<file path="src/rtl/hazard_ctrl_param.sv">
// Hazard and stall controller for the 5-stage rv32i pipeline: load scoreboard,
// redirect/flush FSM and saturating performance counters.
module hazard_ctrl_param #(
   parameter int REG_IDX_W    = 5,
   parameter int LOAD_USE_LAT = 1,
   parameter int FLUSH_DEPTH  = 1,
   parameter int CNT_W        = 32
) (
   input  logic                 clk,
   input  logic                 rst,
   input  logic                 inst_mem_resp,
   input  logic                 data_mem_resp,
   input  logic                 id_valid,
   input  logic [REG_IDX_W-1:0] id_rs1,
   input  logic [REG_IDX_W-1:0] id_rs2,
   input  logic                 id_use_rs1,
   input  logic                 id_use_rs2,
   input  logic                 ex_valid,
   input  logic                 ex_is_load,
   input  logic [REG_IDX_W-1:0] ex_rd,
   input  logic                 ex_mispredict,
   input  logic                 mem_valid,
   input  logic                 mem_is_mem,
   output logic                 load_buffers,
   output logic                 load_pc,
   output logic                 idex_bubble,
   output logic                 ifid_kill,
   output logic                 pc_correct,
   output logic [1:0]           busy_state,
   output logic [CNT_W-1:0]     stall_cnt,
   output logic [CNT_W-1:0]     bubble_cnt,
   output logic [CNT_W-1:0]     flush_cnt
);

   typedef enum logic [1:0] {RUN = 2'd0, MEM_STALL = 2'd1, FLUSH = 2'd2} state_t;

   localparam int SB_N = LOAD_USE_LAT - 1;
   localparam int SB_W = (SB_N > 0) ? SB_N : 1;
   localparam int FC_W = 3;
   localparam logic [FC_W-1:0] FLUSH_INIT = FC_W'(FLUSH_DEPTH - 1);

   state_t              state_q, state_d;
   logic [FC_W-1:0]     fcnt_q, fcnt_d;
   logic                mem_ok, redirect, hazard, rs1_hit, rs2_hit;
   logic                accept_redirect, accept_bubble;
   logic [SB_W-1:0]     sb_v;
   logic [REG_IDX_W-1:0] sb_rd [SB_W];

   // Handshake: load_buffers is the one "ready" shared by every pipeline buffer;
   // a buffer advances only in a cycle where it is 1, and every other control
   // except pc_correct is qualified by it, so nothing moves during a stall.
   always_comb begin
      mem_ok          = !(mem_valid && mem_is_mem) || data_mem_resp;
      load_buffers    = rst && inst_mem_resp && mem_ok;
      redirect        = ex_valid && ex_mispredict;
      accept_redirect = load_buffers && redirect;
   end

   always_comb begin
      rs1_hit = ex_valid && ex_is_load && (ex_rd == id_rs1);
      rs2_hit = ex_valid && ex_is_load && (ex_rd == id_rs2);
      for (int i = 0; i < SB_N; i++) begin
         if (sb_v[i] && (sb_rd[i] == id_rs1)) rs1_hit = 1'b1;
         if (sb_v[i] && (sb_rd[i] == id_rs2)) rs2_hit = 1'b1;
      end
      hazard = id_valid && ((id_use_rs1 && (id_rs1 != '0) && rs1_hit) ||
                            (id_use_rs2 && (id_rs2 != '0) && rs2_hit));
      accept_bubble = load_buffers && !redirect && hazard;
   end

   // Slot k holds a load that left EX k+1 advances ago; squashed loads never enter.
   generate
      if (SB_N > 0) begin : g_sb
         always_ff @(posedge clk or negedge rst) begin
            if (!rst) begin
               sb_v <= '0;
               for (int i = 0; i < SB_N; i++) sb_rd[i] <= '0;
            end else if (load_buffers) begin
               sb_v[0]  <= ex_valid && ex_is_load && (ex_rd != '0) && !redirect;
               sb_rd[0] <= ex_rd;
               for (int i = 1; i < SB_N; i++) begin
                  sb_v[i]  <= sb_v[i-1];
                  sb_rd[i] <= sb_rd[i-1];
               end
            end
         end
      end else begin : g_no_sb
         assign sb_v     = '0;
         assign sb_rd[0] = '0;
      end
   endgenerate

   always_ff @(posedge clk or negedge rst) begin
      if (!rst) begin
         state_q <= RUN;
         fcnt_q  <= '0;
      end else begin
         state_q <= state_d;
         fcnt_q  <= fcnt_d;
      end
   end

   // The redirect cycle is the first kill; FLUSH covers the remaining FLUSH_DEPTH-1.
   always_comb begin
      state_d = state_q;
      fcnt_d  = fcnt_q;
      if (accept_redirect) begin
         if (FLUSH_DEPTH > 1) begin
            state_d = FLUSH;
            fcnt_d  = FLUSH_INIT;
         end else begin
            state_d = RUN;
            fcnt_d  = '0;
         end
      end else begin
         case (state_q)
            RUN:       if (!load_buffers) state_d = MEM_STALL;
            MEM_STALL: if (load_buffers)  state_d = RUN;
            FLUSH: begin
               if (load_buffers) begin
                  if (fcnt_q <= FC_W'(1)) begin
                     state_d = RUN;
                     fcnt_d  = '0;
                  end else begin
                     fcnt_d  = fcnt_q - 1'b1;
                  end
               end
            end
            default:   state_d = RUN;
         endcase
      end
   end

   always_comb begin
      pc_correct  = rst && redirect;
      load_pc     = load_buffers && (redirect || !hazard);
      idex_bubble = load_buffers && (redirect || hazard);
      ifid_kill   = load_buffers && (redirect || (state_q == FLUSH));
      busy_state  = state_q;
   end

   always_ff @(posedge clk or negedge rst) begin
      if (!rst) begin
         stall_cnt  <= '0;
         bubble_cnt <= '0;
         flush_cnt  <= '0;
      end else begin
         if (!load_buffers && (stall_cnt != {CNT_W{1'b1}}))   stall_cnt  <= stall_cnt + 1'b1;
         if (accept_bubble && (bubble_cnt != {CNT_W{1'b1}}))  bubble_cnt <= bubble_cnt + 1'b1;
         if (accept_redirect && (flush_cnt != {CNT_W{1'b1}})) flush_cnt  <= flush_cnt + 1'b1;
      end
   end

endmodule

</file>
<file path="config.mk">
export PLATFORM = sky130hd
export DESIGN_NAME = hazard_ctrl_param
export DESIGN_NICKNAME = d
export VERILOG_FILES = /design/src/rtl/hazard_ctrl_param.sv
export SDC_FILE = /design/constraint.sdc
export NUM_CORES = 1
export LEC_CHECK = 0
export BUFFER_PORTS_ARGS = -buffer_cell sky130_fd_sc_hd__buf_4
export CAP_MARGIN = 20
export CORE_MARGIN = 4
export CORE_UTILIZATION = 40
export CTS_CLUSTER_DIAMETER = 30
export DETAILED_ROUTE_END_ITERATION = 6
export HOLD_SLACK_MARGIN = 0.03
export PLACE_DENSITY = 0.74
export REMOVE_ABC_BUFFERS = 1
export SLEW_MARGIN = 20
export SYNTH_ARGS = -nofsm -noshare
export SYNTH_HDL_FRONTEND = slang
export SYNTH_SLANG_ARGS = --single-unit
</file>
<file path="constraint.sdc">
create_clock -name clk -period 2.9 [get_ports clk]
set_clock_uncertainty 0.1 [all_clocks]
set_input_delay 0.145 -clock clk [delete_from_list [all_inputs] [get_ports clk]]
set_output_delay 0.145 -clock clk [all_outputs]
set_load 0.02 [all_outputs]
</file>
Yosys cells after proc, flatten, opt, wreduce, memory -nomap -nowiden --
Index checks and enable logic that the tools add are counted.
Storage, ports and cells: input port bits 27, flip-flop bits (word level) 101, output and inout port bits 103
Cells by class: reductions and logical operators 38, equal/unequal tests 11, order comparisons 1, $add $sub $neg 4, mux-type cells 10
Operator list (number):
- 32-bit by 1-bit adder with 32-bit output (second input constant) | 3
- 32-bit != test (second input constant) | 3
- 1-bit logical AND | 22
- 3-bit 2-to-1 mux | 4
- 3-bit != test (second input constant) | 4
- 5-bit equality test | 2
- 2-bit 2-to-1 mux | 5
- 5-bit nonzero test | 2
- 2-bit case mux with 3 select lines | 1
- 1-bit logical OR | 5
- 1-bit zero test | 4
- 4-bit AND reduction | 1
- 2-bit nonzero test | 2
- 3-bit by 1-bit <= comparator with 1-bit output (second input constant) | 1
- 3-bit by 1-bit subtractor with 3-bit output (second input constant) | 1
- 2-bit by 1-bit equality test with 1-bit output (second input constant) | 1
- 2-bit equality test (second input constant) | 1
- 2-bit zero test | 1
- 2-bit AND reduction | 1

Depth between registers and ports, before layout --
Gate-level depths: netlist of the first run.
depth after elaboration 8, gate-level depth with buffers 8, depth with buffers taken out 7

Worst setup path after synthesis of the first run --
Ideal clock, no wire load.
path type register to register, start point register stall_cnt[9], end point register stall_cnt[24], data required time 2.670 ns, arrival time 2.201 ns, setup slack 0.468 ns, stages on the path, launching flop included 7, path buffers 1, period minus slack after synthesis 2.432 ns, path through dfrtp_1 > nand3_2 > or3_4 > or4_1 > clkbuf_2 > or4_1 > xnor2_1
On the way: cells in the longest elaborated chain, start to end 2, elaborated cells on any way between the ends 3
Ends and longest elaborated chain:
- start, declared | RTL line 30 | output logic [CNT_W-1:0] stall_cnt,
- start signal, assigned | RTL line 148 | if (!load_buffers && (stall_cnt != {CNT_W{1'b1}})) stall_cnt <= stall_cnt + 1'b1;
- branches (longest 2 deep; another with 32-bit by 1-bit adder with 32-bit output)
Parallel ways; which one is timed is not known. A chain may end at the register's enable or synchronous reset.

Worst setup path in the final report of the first run --
start point register stall_cnt[27], end point register stall_cnt[25]
On the way: cells in the longest elaborated chain, start to end 2
Ends and longest elaborated chain (RTL line):
- 32-bit != test | 148
- 1-bit logical AND | 148
No other way between the ends.

==> metrics.txt, run 1 <==
# TYPE chip_impl_metric gauge
chip_impl_metric{name="route.vias.total",unit=""} 3730
chip_impl_metric{name="critPathMaxStageDelay",unit="ps"} 580
chip_impl_metric{name="synth_cell_types",unit=""} 43
chip_impl_metric{name="share_clk_of_total_power",unit="%"} 37.6
chip_impl_metric{name="grt_max_degree",unit=""} 53
chip_impl_metric{name="vias_in_the_first_global_route",unit=""} 3629
chip_impl_metric{name="final.min_clock_period",unit="ps"} 2490
chip_impl_metric{name="dp.final_hpwl",unit="um"} 8280
chip_impl_metric{name="finalMaxSlewViolations",unit=""} 0
chip_impl_metric{name="synthToLayoutAreaGrowth",unit="%"} 31.4
chip_impl_metric{name="leakage",unit="nW"} 2.93
chip_impl_metric{name="layout-drive-gt1-share",unit="%"} 27.6
chip_impl_metric{name="detail_routed_net_length_per_standard_cell",unit="um"} 15.1
chip_impl_metric{name="worst-path-buf-inv",unit=""} 0
chip_impl_metric{name="hold_violations",unit=""} 0
chip_impl_metric{name="nets",unit=""} 609
chip_impl_metric{name="cts-root-to-sink-buffers",unit=""} 2
chip_impl_info{name="min-delay-path-class",value="in -> reg"} 1
chip_impl_metric{name="hold_depth",unit=""} 3
chip_impl_metric{name="switchingPower",unit="uW"} 856
chip_impl_metric{name="detail_route.iter0.violations",unit=""} 214
chip_impl_metric{name="track_usage",unit="%"} 17.1
chip_impl_metric{name="cts.sink_count",unit=""} 97
chip_impl_metric{name="synthesis.area",unit="mm2"} 0.00465
chip_impl_info{name="path_delay_family",value="simple AND/OR/NAND/NOR gates"} 1
chip_impl_info{name="outcome",value="complete, no violations"} 1
chip_impl_metric{name="detail_route.wirelength",unit="um"} 11000
chip_impl_metric{name="synth_seq_cells",unit=""} 97
chip_impl_info{name="tritoncts",value="built"} 1
chip_impl_info{name="timing.setup.critical_path_class",value="reg -> reg"} 1
chip_impl_metric{name="cts_hold_repair.buffers",unit=""} 1
chip_impl_metric{name="max-vdd-ir-drop",unit="V"} 0.000290
chip_impl_metric{name="io_pins",unit=""} 130
chip_impl_metric{name="comb_power_share",unit="%"} 14.4
chip_impl_metric{name="crit_arrival",unit="ps"} 2600
chip_impl_metric{name="yosys_warnings",unit=""} 0
chip_impl_info{name="critPathCaptureType",value="flip-flop"} 1
chip_impl_metric{name="finalHoldWorstSlack",unit="ps"} 184
chip_impl_metric{name="switching_share",unit="%"} 26.8
chip_impl_metric{name="power_density",unit="mW/mm2"} 523
chip_impl_metric{name="maxClockFrequency",unit="MHz"} 401
chip_impl_metric{name="min_period_over_period",unit="%"} 85.9
chip_impl_metric{name="drc",unit=""} 0
chip_impl_metric{name="synth-edff-count",unit=""} 0
chip_impl_metric{name="max-cap-violations",unit=""} 0
chip_impl_metric{name="netlist_instances",unit=""} 440
chip_impl_metric{name="fin_tns_setup",unit="ps"} 0
chip_impl_metric{name="avgViaCountPerCell",unit=""} 5.13
chip_impl_metric{name="inserted_clock_buffers",unit=""} 9
chip_impl_metric{name="cp.required",unit="ps"} 3010
chip_impl_info{name="synth_area_leaders",value="sky130_fd_sc_hd__dfrtp_1 52%, sky130_fd_sc_hd__xnor2_1 13%, sky130_fd_sc_hd__xor2_1 5.8%, sky130_fd_sc_hd__nand4_1 4.4%, sky130_fd_sc_hd__nand3_1 3.6%"} 1
chip_impl_metric{name="die_w",unit="um"} 116
chip_impl_metric{name="die_height",unit="um"} 116
chip_impl_metric{name="filler_cell_count",unit=""} 1037
chip_impl_metric{name="number_of_nets_with_antenna_violations_after_detailed_routing",unit=""} 0
chip_impl_metric{name="power.sequential.fraction",unit="%"} 48.0
chip_impl_metric{name="cts_resized",unit=""} 0
chip_impl_metric{name="cell_internal_pwr",unit="mW"} 2.34
chip_impl_info{name="critPathMostFrequentCell",value="sky130_fd_sc_hd__nor4_1"} 1
chip_impl_metric{name="cell_rows",unit=""} 39
chip_impl_metric{name="port_buffers",unit=""} 128
chip_impl_metric{name="initial_utilization",unit="%"} 40.7
chip_impl_metric{name="insertedDiodeCount",unit=""} 0
chip_impl_metric{name="core_area",unit="mm2"} 0.0114
chip_impl_metric{name="htree_levels",unit=""} 3
chip_impl_metric{name="globalRouteOverflowTotal",unit=""} 0
chip_impl_metric{name="synth.top_cell.area_share",unit="%"} 52.2
chip_impl_metric{name="grt_pass1_wl",unit="um"} 18100
chip_impl_metric{name="initial_antenna_violation_count",unit=""} 0
chip_impl_metric{name="cp.depth",unit=""} 6
chip_impl_info{name="yosys-top-cells-count",value="97 x sky130_fd_sc_hd__dfrtp_1, 70 x sky130_fd_sc_hd__xnor2_1, 39 x sky130_fd_sc_hd__nand2_1, 33 x sky130_fd_sc_hd__nand3_1, 33 x sky130_fd_sc_hd__nand4_1"} 1
chip_impl_info{name="cpMaxStageDelayCell",value="sky130_fd_sc_hd__or4_1"} 1
chip_impl_metric{name="clk_transition_reported_paths",unit="ps"} 70
chip_impl_info{name="critPathLaunchType",value="flip-flop"} 1
chip_impl_metric{name="reg2regPathDepth",unit=""} 6
chip_impl_metric{name="cts_setup_buffers",unit=""} 0
chip_impl_metric{name="design.die.area",unit="mm2"} 0.0134
chip_impl_metric{name="globalplace.congestion",unit=""} 0.809
chip_impl_metric{name="clk-insertion-delay-late",unit="ps"} 350
chip_impl_info{name="crit_path_cell_trace",value="nand3_1 -> or4_1 -> nor4_1 -> nand2b_1 -> nor4_1 -> xor2_1"} 1
chip_impl_metric{name="synth.avg_cell_area",unit="um2"} 10.6
chip_impl_info{name="most_used_standard_cell_by_instance_count_after_synthesis",value="sky130_fd_sc_hd__dfrtp_1"} 1
chip_impl_info{name="cts_root_buf",value="sky130_fd_sc_hd__clkbuf_16"} 1
chip_impl_metric{name="yosysSeqAreaShare",unit="%"} 52.2
chip_impl_metric{name="setup_violations",unit=""} 0
chip_impl_info{name="dominantRegCellSynth",value="sky130_fd_sc_hd__dfrtp_1"} 1
chip_impl_metric{name="drtPass1Iterations",unit=""} 4
chip_impl_metric{name="tightestPinTransition",unit="ps"} 864
chip_impl_metric{name="timing.critical_path.fanout_max",unit=""} 12
chip_impl_metric{name="synth_async_sr_flop_share",unit="%"} 100
chip_impl_info{name="unrepaired_setup_endpoints_after_global_routing",value="false"} 1
chip_impl_metric{name="slew_headroom",unit="%"} 40.9
chip_impl_info{name="synth_largest_area_cell",value="sky130_fd_sc_hd__dfrtp_1"} 1
## final cells by class
| class | instances | area [um2] | share of cell area, % |
|---|---|---|---|
| clock inverter | 4 | 51.3 | 0.840 |
| inverter | 11 | 41.3 | 0.676 |
| clock buffer | 12 | 246 | 4.04 |
| sequential | 97 | 2430 | 39.8 |
| multi-input combinational | 325 | 2140 | 35.1 |
| timing repair buffer | 135 | 1020 | 16.6 |
| tap | 143 | 179 | 2.93 |
## power by group through the flow
| stage | logic (mW) | clock network, mW | registers (mW) |
|---|---|---|---|
| after floorplan | 0.144 | 0 | 1.63 |
| after global placement | 0.459 | 0 | 1.55 |
| after detailed placement | 0.468 | 0 | 1.56 |
| after CTS | 0.470 | 1.24 | 1.53 |
| after global routing | 0.511 | 1.30 | 1.55 |
| final | 0.461 | 1.20 | 1.53 |
## flip-flops by register name, summed over array words and instances, names as in the netlist
name	flops
bubble_cnt	32
busy_state	1
flush_cnt	32
stall_cnt	32
## through the flow
stage	setup WS (ps)	util, %	power, mW	cell area [um2]	cells
detailed placement	358	50.8	2.02	5800	710
global placement	302	50.8	2.01	5800	710
CTS	422	53.5	3.25	6110	727
global route	204	53.5	3.36	6110	727
floorplan	485	-	1.77	4610	433
finish	408	53.5	3.19	6110	727
## cell usage in the layout, fill, tap and decap left out, types with 11 or more instances in the layout
| cell | netlist | layout |
|---|---|---|
| sky130_fd_sc_hd__buf_4 | 1 | 134 |
| sky130_fd_sc_hd__dfrtp_1 | 97 | 97 |
| sky130_fd_sc_hd__xnor2_1 | 70 | 70 |
| sky130_fd_sc_hd__nand2_1 | 39 | 39 |
| sky130_fd_sc_hd__nand3_1 | 33 | 33 |
| sky130_fd_sc_hd__nand4_1 | 33 | 33 |
| sky130_fd_sc_hd__xor2_1 | 31 | 31 |
| sky130_fd_sc_hd__nor2_1 | 30 | 30 |
| sky130_fd_sc_hd__and3_1 | 16 | 16 |
| sky130_fd_sc_hd__nor3_1 | 15 | 15 |
| sky130_fd_sc_hd__inv_1 | 11 | 11 |
## metal layers
layer / track usage [%] / vias to the layer above / part of all wire (%)
met5: 0 / - / 0
met4: 6.96 / 0 / 2.0
met3: 4.65 / 14 / 7.1
met2: 26.7 / 90 / 48
met1: 22.6 / 1810 / 43
li1: - / 1816 / -
## kinds of logic after synthesis
family | synth area share [%]
and+or+nand+nor | 23.2
DFF | 52.2
buffers and inverters | 1.64
AOI/OAI and AO/OA | 2.56
xor gates and xnor gates | 19.0
adders and majority gates | 0.808
other | 0.0807
muxes | 0.484
## final timing paths
path	start	end	slack (ps)
setup reg to reg	stall_cnt[27]$_DFFE_PN0P_	stall_cnt[25]$_DFFE_PN0P_	410
setup / recovery	stall_cnt[27]$_DFFE_PN0P_	stall_cnt[25]$_DFFE_PN0P_	410
hold reg to reg	flush_cnt[15]$_DFFE_PN0P_	flush_cnt[15]$_DFFE_PN0P_	390
hold / removal	inst_mem_resp	busy_state[0]$_DFFE_PN0P_	180
max in group asynchronous	rst	flush_cnt[28]$_DFFE_PN0P_	1260
min in group asynchronous	rst	bubble_cnt[15]$_DFFE_PN0P_	390
## worst register-to-register path, delay by kind of cell, from the launching register on
family,cells,cell delay (ps)
DFF,1,420
xor gates and xnor gates,1,160
and+or+nand+nor,5,1690
(Power assumes the default switching activity.)
==> inputs of run 2 (changes only) <==
- PLACE_DENSITY: 0.74 -> default
==> run 2 against run 1 <==
Net effect: routed wire length grew 2.2%; via count grew 2.3%; die area is the same; hold slack lost 1.6 ps; flip-flop and latch count is the same; clock-buffer cell count shrank 2; non-clock buffer count grew 2; largest power group unchanged.
==> metrics.txt, run 2 (synthesis gave the netlist of run 1 again) <==
# TYPE chip_impl_metric gauge
chip_impl_info{name="tritoncts",value="built"} 1
chip_impl_metric{name="route.vias.total",unit=""} 3816
chip_impl_metric{name="filler_cell_count",unit=""} 1049
chip_impl_metric{name="htree_levels",unit=""} 3
chip_impl_metric{name="use_met3",unit="%"} 4.13
chip_impl_metric{name="avgViaCountPerCell",unit=""} 5.23
chip_impl_metric{name="dpl_worst_slack",unit="ps"} 430
chip_impl_metric{name="worst-path-buf-inv",unit=""} 2
chip_impl_info{name="layout_common_cells",value="135 x sky130_fd_sc_hd__buf_4, 97 x sky130_fd_sc_hd__dfrtp_1, 70 x sky130_fd_sc_hd__xnor2_1"} 1
chip_impl_metric{name="synthToLayoutAreaGrowth",unit="%"} 31.7
chip_impl_metric{name="power_density",unit="mW/mm2"} 520
chip_impl_metric{name="final.min_clock_period",unit="ps"} 2500
chip_impl_metric{name="number_of_nets_with_antenna_violations_after_detailed_routing",unit=""} 0
chip_impl_metric{name="clk_transition_reported_paths",unit="ps"} 70
chip_impl_info{name="hp-start",value="inst_mem_resp"} 1
chip_impl_info{name="rr_startpoint",value="stall_cnt[19]$_DFFE_PN0P_"} 1
chip_impl_metric{name="grt_pass1_wl",unit="um"} 18100
chip_impl_metric{name="cts-root-to-sink-buffers",unit=""} 2
chip_impl_info{name="timing.setup.critical_path_class",value="in -> reg"} 1
chip_impl_info{name="global_route.peak_usage_layer",value="met2"} 1
chip_impl_info{name="min-delay-path-class",value="in -> reg"} 1
chip_impl_metric{name="initial_antenna_violation_count",unit=""} 0
chip_impl_metric{name="timing.critical_path.fanout_max",unit=""} 21
chip_impl_metric{name="die_height",unit="um"} 116
chip_impl_metric{name="insertedDiodeCount",unit=""} 0
chip_impl_metric{name="grtUsageMet1",unit="%"} 23.5
chip_impl_metric{name="fin_tns_setup",unit="ps"} 0
chip_impl_info{name="cts_root_buf",value="sky130_fd_sc_hd__clkbuf_16"} 1
chip_impl_metric{name="globalplace.congestion",unit=""} 0.829
chip_impl_info{name="layout.cells.most_common",value="sky130_fd_sc_hd__buf_4"} 1
chip_impl_metric{name="die_w",unit="um"} 116
chip_impl_info{name="critPathCaptureType",value="flip-flop"} 1
chip_impl_metric{name="initial_utilization",unit="%"} 40.7
chip_impl_info{name="unrepaired_setup_endpoints_after_global_routing",value="false"} 1
chip_impl_metric{name="grt_util_met2",unit="%"} 25.7
chip_impl_metric{name="cts_setup_buffers",unit=""} 0
chip_impl_info{name="path_delay_family",value="compound AO/OA/AOI/OAI gates"} 1
chip_impl_metric{name="clk-insertion-delay-late",unit="ps"} 340
chip_impl_metric{name="critPathMaxStageDelay",unit="ps"} 640
chip_impl_metric{name="max-vdd-ir-drop",unit="V"} 0.000350
chip_impl_metric{name="max-cap-violations",unit=""} 0
chip_impl_metric{name="maxClockFrequency",unit="MHz"} 400
chip_impl_info{name="outcome",value="complete, no violations"} 1
chip_impl_info{name="critPathLaunchType",value="input port"} 1
chip_impl_metric{name="hold_violations",unit=""} 0
chip_impl_metric{name="cts.sink_count",unit=""} 97
chip_impl_metric{name="detail_routed_net_length_per_standard_cell",unit="um"} 15.4
chip_impl_metric{name="detail_route.wirelength",unit="um"} 11200
chip_impl_metric{name="vias_in_the_first_global_route",unit=""} 3648
chip_impl_metric{name="io_pins",unit=""} 130
chip_impl_metric{name="tightestPinTransition",unit="ps"} 692
chip_impl_metric{name="layout-drive-gt1-share",unit="%"} 28.2
chip_impl_info{name="crit_path_cell_trace",value="dlygate4sd3_1 -> buf_4 -> nand2_1 -> or2_2 -> a41oi_2 -> o211a_1 -> nand4_1 -> xnor2_1"} 1
chip_impl_metric{name="port_buffers",unit=""} 128
chip_impl_metric{name="cp.required",unit="ps"} 3030
chip_impl_info{name="cpMaxStageDelayCell",value="sky130_fd_sc_hd__o211a_1"} 1
chip_impl_info{name="startpoint",value="rst"} 1
chip_impl_metric{name="drc",unit=""} 0
chip_impl_metric{name="track_usage",unit="%"} 16.9
chip_impl_metric{name="grt_max_degree",unit=""} 53
chip_impl_metric{name="inserted_clock_buffers",unit=""} 9
chip_impl_metric{name="globalRouteOverflowTotal",unit=""} 0
chip_impl_metric{name="setup_ws",unit="ps"} 400
chip_impl_metric{name="design.die.area",unit="mm2"} 0.0134
chip_impl_metric{name="setup_violations",unit=""} 0
chip_impl_metric{name="crit_arrival",unit="ps"} 2630
chip_impl_metric{name="nets",unit=""} 611
chip_impl_info{name="leading_registers_by_flop_count",value="bubble_cnt x32, flush_cnt x32, stall_cnt x32"} 1
chip_impl_metric{name="core_area",unit="mm2"} 0.0114
chip_impl_metric{name="cell_rows",unit=""} 39
chip_impl_metric{name="detail_route.iter0.violations",unit=""} 181
chip_impl_metric{name="finalHoldWorstSlack",unit="ps"} 183
chip_impl_metric{name="slew_headroom",unit="%"} 53.7
chip_impl_metric{name="drtPass1Iterations",unit=""} 4
chip_impl_metric{name="dp.final_hpwl",unit="um"} 8380
chip_impl_metric{name="leakage",unit="nW"} 2.95
chip_impl_metric{name="min_period_over_period",unit="%"} 86.2
chip_impl_metric{name="finalMaxSlewViolations",unit=""} 0
==> run 2: cell count changes in the layout (fill, tap and decap cells not counted) <==
cell / previous run / this run
sky130_fd_sc_hd__clkinv_2: 1 / 4
sky130_fd_sc_hd__buf_6: 0 / 1
sky130_fd_sc_hd__buf_4: 134 / 135
sky130_fd_sc_hd__clkbuf_1: 2 / 0
sky130_fd_sc_hd__inv_6: 1 / 0
==> run 2: final timing paths <==
kind	to	slack, ps	cells after the start
max in group asynchronous	flush_cnt[14]$_DFFE_PN0P_	1430	4
max	bubble_cnt[29]$_DFFE_PN0P_	400	8
min reg2reg	bubble_cnt[7]$_DFFE_PN0P_	400	1
min in group asynchronous	bubble_cnt[11]$_DFFE_PN0P_	420	3
max reg2reg	stall_cnt[25]$_DFFE_PN0P_	430	6
min	busy_state[0]$_DFFE_PN0P_	180	3
==> run 2: stage by stage <==
step | instance area, um2 | std cells | utilization (%) | power (mW)
after floorplan | 4610 | 433 | - | 1.77
after global placement | 5810 | 712 | 50.9 | 2.01
after detailed placement | 5810 | 712 | 50.9 | 2.02
after CTS | 6120 | 729 | 53.6 | 3.23
after global routing | 6120 | 729 | 53.6 | 3.33
final | 6120 | 729 | 53.6 | 3.18
==> run 2: report_power, final <==
part / leakage [nW] / internal [mW] / switching [mW]
Sequential: 1.30 / 1.43 / 0.103
Combinational: 1.50 / 0.213 / 0.243
Clock: 0.148 / 0.686 / 0.509
Total: 2.95 / 2.33 / 0.856
==> run 2: area by class of cell <==
cell class                 instances  area (um2)  share of cell area [%]
clock buffer                      10         239                    3.90
clock inverter                     6        57.6                   0.940
inverter                          11        41.3                   0.674
multi-input combinational        325        2140                    35.0
sequential                        97        2430                    39.6
tap                              143         179                    2.92
timing repair buffer             137        1030                    16.9
==> run 2: per-layer routing <==
metal  share of wire [%]  up-vias
met2                  46      138
met3                 7.8       19
met1                  45     1846
li1                    -     1813
met4                 1.8        0
met5                   0        -
==> run 2: worst min-delay path: stages <==
cell                      delay (ps)
sky130_fd_sc_hd__buf_4           110
sky130_fd_sc_hd__nand2_1         110
sky130_fd_sc_hd__or2_2           210
==> run 2: timing repair <==
item	in CTS	in global routing
hold endpoints to repair	51	0
hold buffers	1	0
setup endpoints to repair	0	1
resized for setup	0	1
==> inputs of run 3 (changes only) <==
- PLACE_DENSITY: default -> 0.66
- clock period: 2.9 -> 2.1 ns (I/O delays scaled with it)
==> run 3 against run 2 <==
Net effect: combinational power grew 84%; first-iteration DRC count grew 1.7%; critical path type is now reg -> reg; cell area grew 19%; utilization grew 10 points; the flow now finishes with violations (negative setup slack); power grew 41%; critical endpoint is now stall_cnt[25]$_DFFE_PN0P_.
==> metrics.txt, run 3 (synthesis gave the netlist of run 1 again) <==
# TYPE chip_impl_metric gauge
chip_impl_metric{name="numPlacedInstances",unit=""} 810
chip_impl_metric{name="setup_violations",unit=""} 13
chip_impl_info{name="layout.cells.most_common",value="sky130_fd_sc_hd__buf_4"} 1
chip_impl_metric{name="drtPass1Iterations",unit=""} 6
chip_impl_metric{name="finalHoldWorstSlack",unit="ps"} 166
chip_impl_info{name="unrepaired_setup_endpoints_after_global_routing",value="true"} 1
chip_impl_metric{name="filler_cell_count",unit=""} 924
chip_impl_metric{name="maxClockFrequency",unit="MHz"} 461
chip_impl_metric{name="leakage",unit="nW"} 3.66
chip_impl_metric{name="design.die.area",unit="mm2"} 0.0134
chip_impl_info{name="regToRegEndpoint",value="stall_cnt[25]$_DFFE_PN0P_"} 1
chip_impl_metric{name="max-vdd-ir-drop",unit="V"} 0.000694
chip_impl_info{name="rr_startpoint",value="stall_cnt[31]$_DFFE_PN0P_"} 1
chip_impl_metric{name="initial_utilization",unit="%"} 40.7
chip_impl_metric{name="globalplace.congestion",unit=""} 0.828
chip_impl_info{name="leading_registers_by_flop_count",value="bubble_cnt x32, flush_cnt x32, stall_cnt x32"} 1
chip_impl_metric{name="hold_violations",unit=""} 0
chip_impl_metric{name="dp.final_hpwl",unit="um"} 9470
chip_impl_metric{name="clk_transition_reported_paths",unit="ps"} 60
chip_impl_info{name="cpMaxStageDelayCell",value="sky130_fd_sc_hd__or4_4"} 1
chip_impl_info{name="failed_checks",value="negative setup slack"} 1
chip_impl_metric{name="grt_pass1_wl",unit="um"} 20500
chip_impl_metric{name="layout.area.seq",unit="mm2"} 0.00243
chip_impl_info{name="crit_path_cell_trace",value="inv_1 -> or4_4 -> nor4_4 -> buf_4 -> nand2b_4 -> buf_12 -> nor4_4 -> xor2_1"} 1
chip_impl_info{name="critPathMostFrequentCell",value="sky130_fd_sc_hd__nor4_4"} 1
chip_impl_metric{name="nets",unit=""} 723
chip_impl_info{name="min-delay-path-class",value="in -> reg"} 1
chip_impl_metric{name="globalRouteOverflowTotal",unit=""} 0
chip_impl_info{name="critPathCaptureType",value="flip-flop"} 1
chip_impl_metric{name="layout-drive-gt1-share",unit="%"} 45.1
chip_impl_metric{name="track_usage",unit="%"} 19.3
chip_impl_metric{name="slew_headroom",unit="%"} 57.5
chip_impl_metric{name="die_w",unit="um"} 116
chip_impl_metric{name="timing.critical_path.fanout_max",unit=""} 6
chip_impl_metric{name="initial_antenna_violation_count",unit=""} 0
chip_impl_info{name="layout_common_cells",value="244 x sky130_fd_sc_hd__buf_4, 96 x sky130_fd_sc_hd__dfrtp_1, 69 x sky130_fd_sc_hd__xnor2_1"} 1
chip_impl_metric{name="cts-root-to-sink-buffers",unit=""} 2
chip_impl_metric{name="inserted_clock_buffers",unit=""} 9
chip_impl_info{name="startpoint",value="stall_cnt[31]$_DFFE_PN0P_"} 1
chip_impl_metric{name="detail_route.wirelength",unit="um"} 12700
chip_impl_metric{name="cell_rows",unit=""} 39
chip_impl_metric{name="core_area",unit="mm2"} 0.0114
chip_impl_metric{name="die_height",unit="um"} 116
chip_impl_metric{name="multiInputGateArea",unit="mm2"} 0.00241
chip_impl_info{name="outcome",value="complete, but fails checks"} 1
chip_impl_metric{name="setup_ws",unit="ps"} -68.2
chip_impl_metric{name="port_buffers",unit=""} 128
chip_impl_metric{name="clk-insertion-delay-late",unit="ps"} 350
chip_impl_metric{name="reg2regPathDepth",unit=""} 8
chip_impl_info{name="timing.setup.critical_path_class",value="reg -> reg"} 1
chip_impl_metric{name="drc",unit=""} 0
chip_impl_metric{name="detail_route.iter0.violations",unit=""} 184
chip_impl_metric{name="finalNonFillerCells",unit=""} 841
chip_impl_info{name="hp-start",value="id_valid"} 1
chip_impl_metric{name="crit_arrival",unit="ps"} 2280
chip_impl_metric{name="detail_routed_net_length_per_standard_cell",unit="um"} 15.1
chip_impl_metric{name="cts.sink_count",unit=""} 97
chip_impl_info{name="critPathLaunchType",value="flip-flop"} 1
chip_impl_metric{name="synthToLayoutAreaGrowth",unit="%"} 56.2
chip_impl_metric{name="finalMaxSlewViolations",unit=""} 0
chip_impl_metric{name="number_of_nets_with_antenna_violations_after_detailed_routing",unit=""} 0
chip_impl_metric{name="fin_total_pwr",unit="mW"} 4.50
chip_impl_metric{name="avgViaCountPerCell",unit=""} 5.05
chip_impl_metric{name="insertedDiodeCount",unit=""} 0
chip_impl_info{name="tritoncts",value="built"} 1
chip_impl_metric{name="htree_levels",unit=""} 3
chip_impl_metric{name="reg2reg_slack",unit="ps"} -70
chip_impl_metric{name="tightestPinTransition",unit="ps"} 638
chip_impl_metric{name="cp.required",unit="ps"} 2210
chip_impl_metric{name="max-cap-violations",unit=""} 0
chip_impl_metric{name="power_density",unit="mW/mm2"} 620
chip_impl_info{name="cts_root_buf",value="sky130_fd_sc_hd__clkbuf_16"} 1
chip_impl_metric{name="critPathMaxStageDelay",unit="ps"} 560
chip_impl_metric{name="final.min_clock_period",unit="ps"} 2170
chip_impl_metric{name="route.vias.total",unit=""} 4244
chip_impl_info{name="crit_path_end",value="stall_cnt[25]$_DFFE_PN0P_"} 1
chip_impl_metric{name="io_pins",unit=""} 130
chip_impl_metric{name="vias_in_the_first_global_route",unit=""} 4276
chip_impl_metric{name="min_period_over_period",unit="%"} 103
chip_impl_metric{name="grt_max_degree",unit=""} 51
==> run 3: changes by cell type in the layout (fill, tap and decap cells not counted), sizes merged <==
cell | previous run | this run
buf | 136 | 247
bufinv | 1 | 0
clkbuf | 10 | 13
clkinv | 4 | 2
inv | 11 | 12
==> run 3: worst max-delay path: cells and delay by family, from the launching register on <==
family | cells | cell delay, ps
and+or+nand+nor | 4 | 1030
DFF | 1 | 360
xor gates and xnor gates | 1 | 150
buffers and inverters | 3 | 380
==> run 3: layout make-up <==
| cell class | instances | share of cell area, % |
|---|---|---|
| flip-flops and latches | 97 | 33.4 |
| multi-input cells | 325 | 33.2 |
| repair buffers | 249 | 26.4 |
| clock buffers | 12 | 3.53 |
| well taps | 143 | 2.46 |
| inverters | 11 | 0.569 |
| clock inverters | 4 | 0.362 |
==> run 3: per-stage QoR <==
step                      worst slack (ps)  utilization (%)  cell area [um2]  setup TNS (ps)
final                                -68.2             63.6             7260            -650
after global routing                  -129             63.6             7260           -1530
after CTS                            -36.2             60.9             6950           -40.2
after detailed placement             -88.3             57.6             6570           -1570
after global placement               -61.6             57.6             6570            -678
after floorplan                       -315                -             4610          -12160
==> run 3: worst min path at each step <==
stage / cells past startpoint / end
finish: 4 / bubble_cnt[15]$_DFFE_PN0P_
global route: 4 / bubble_cnt[15]$_DFFE_PN0P_
floorplan: 0 / bubble_cnt[0]$_DFFE_PN0P_
global placement: 2 / flush_cnt[16]$_DFFE_PN0P_
detailed placement: 2 / flush_cnt[16]$_DFFE_PN0P_
CTS: 4 / bubble_cnt[15]$_DFFE_PN0P_
==> run 3: power breakdown <==
part,total (mW),switching (mW),internal [mW]
sequential,2.08,0.102,1.97
clock,1.59,0.719,0.869
combinational,0.837,0.419,0.418
==> run 3: per-layer routing <==
| metal | share of wire [%] | vias to the layer above | global-route usage (%) |
|---|---|---|---|
| met1 | 44 | 2091 | 25.1 |
| met2 | 50 | 96 | 32.5 |
| li1 | - | 2045 | - |
| met5 | 0 | - | 0 |
| met4 | 1.5 | 0 | 7.12 |
| met3 | 4.2 | 12 | 3.03 |
==> run 3: timing repair <==
item | CTS | global route
cloned | 0 | 1
hold endpoints to repair | 47 | 0
resized for setup | 13 | 42
buffers inserted | 2 | 11
pin swaps | 2 | 12
hold buffers | 1 | 0
setup endpoints to repair | 50 | 62
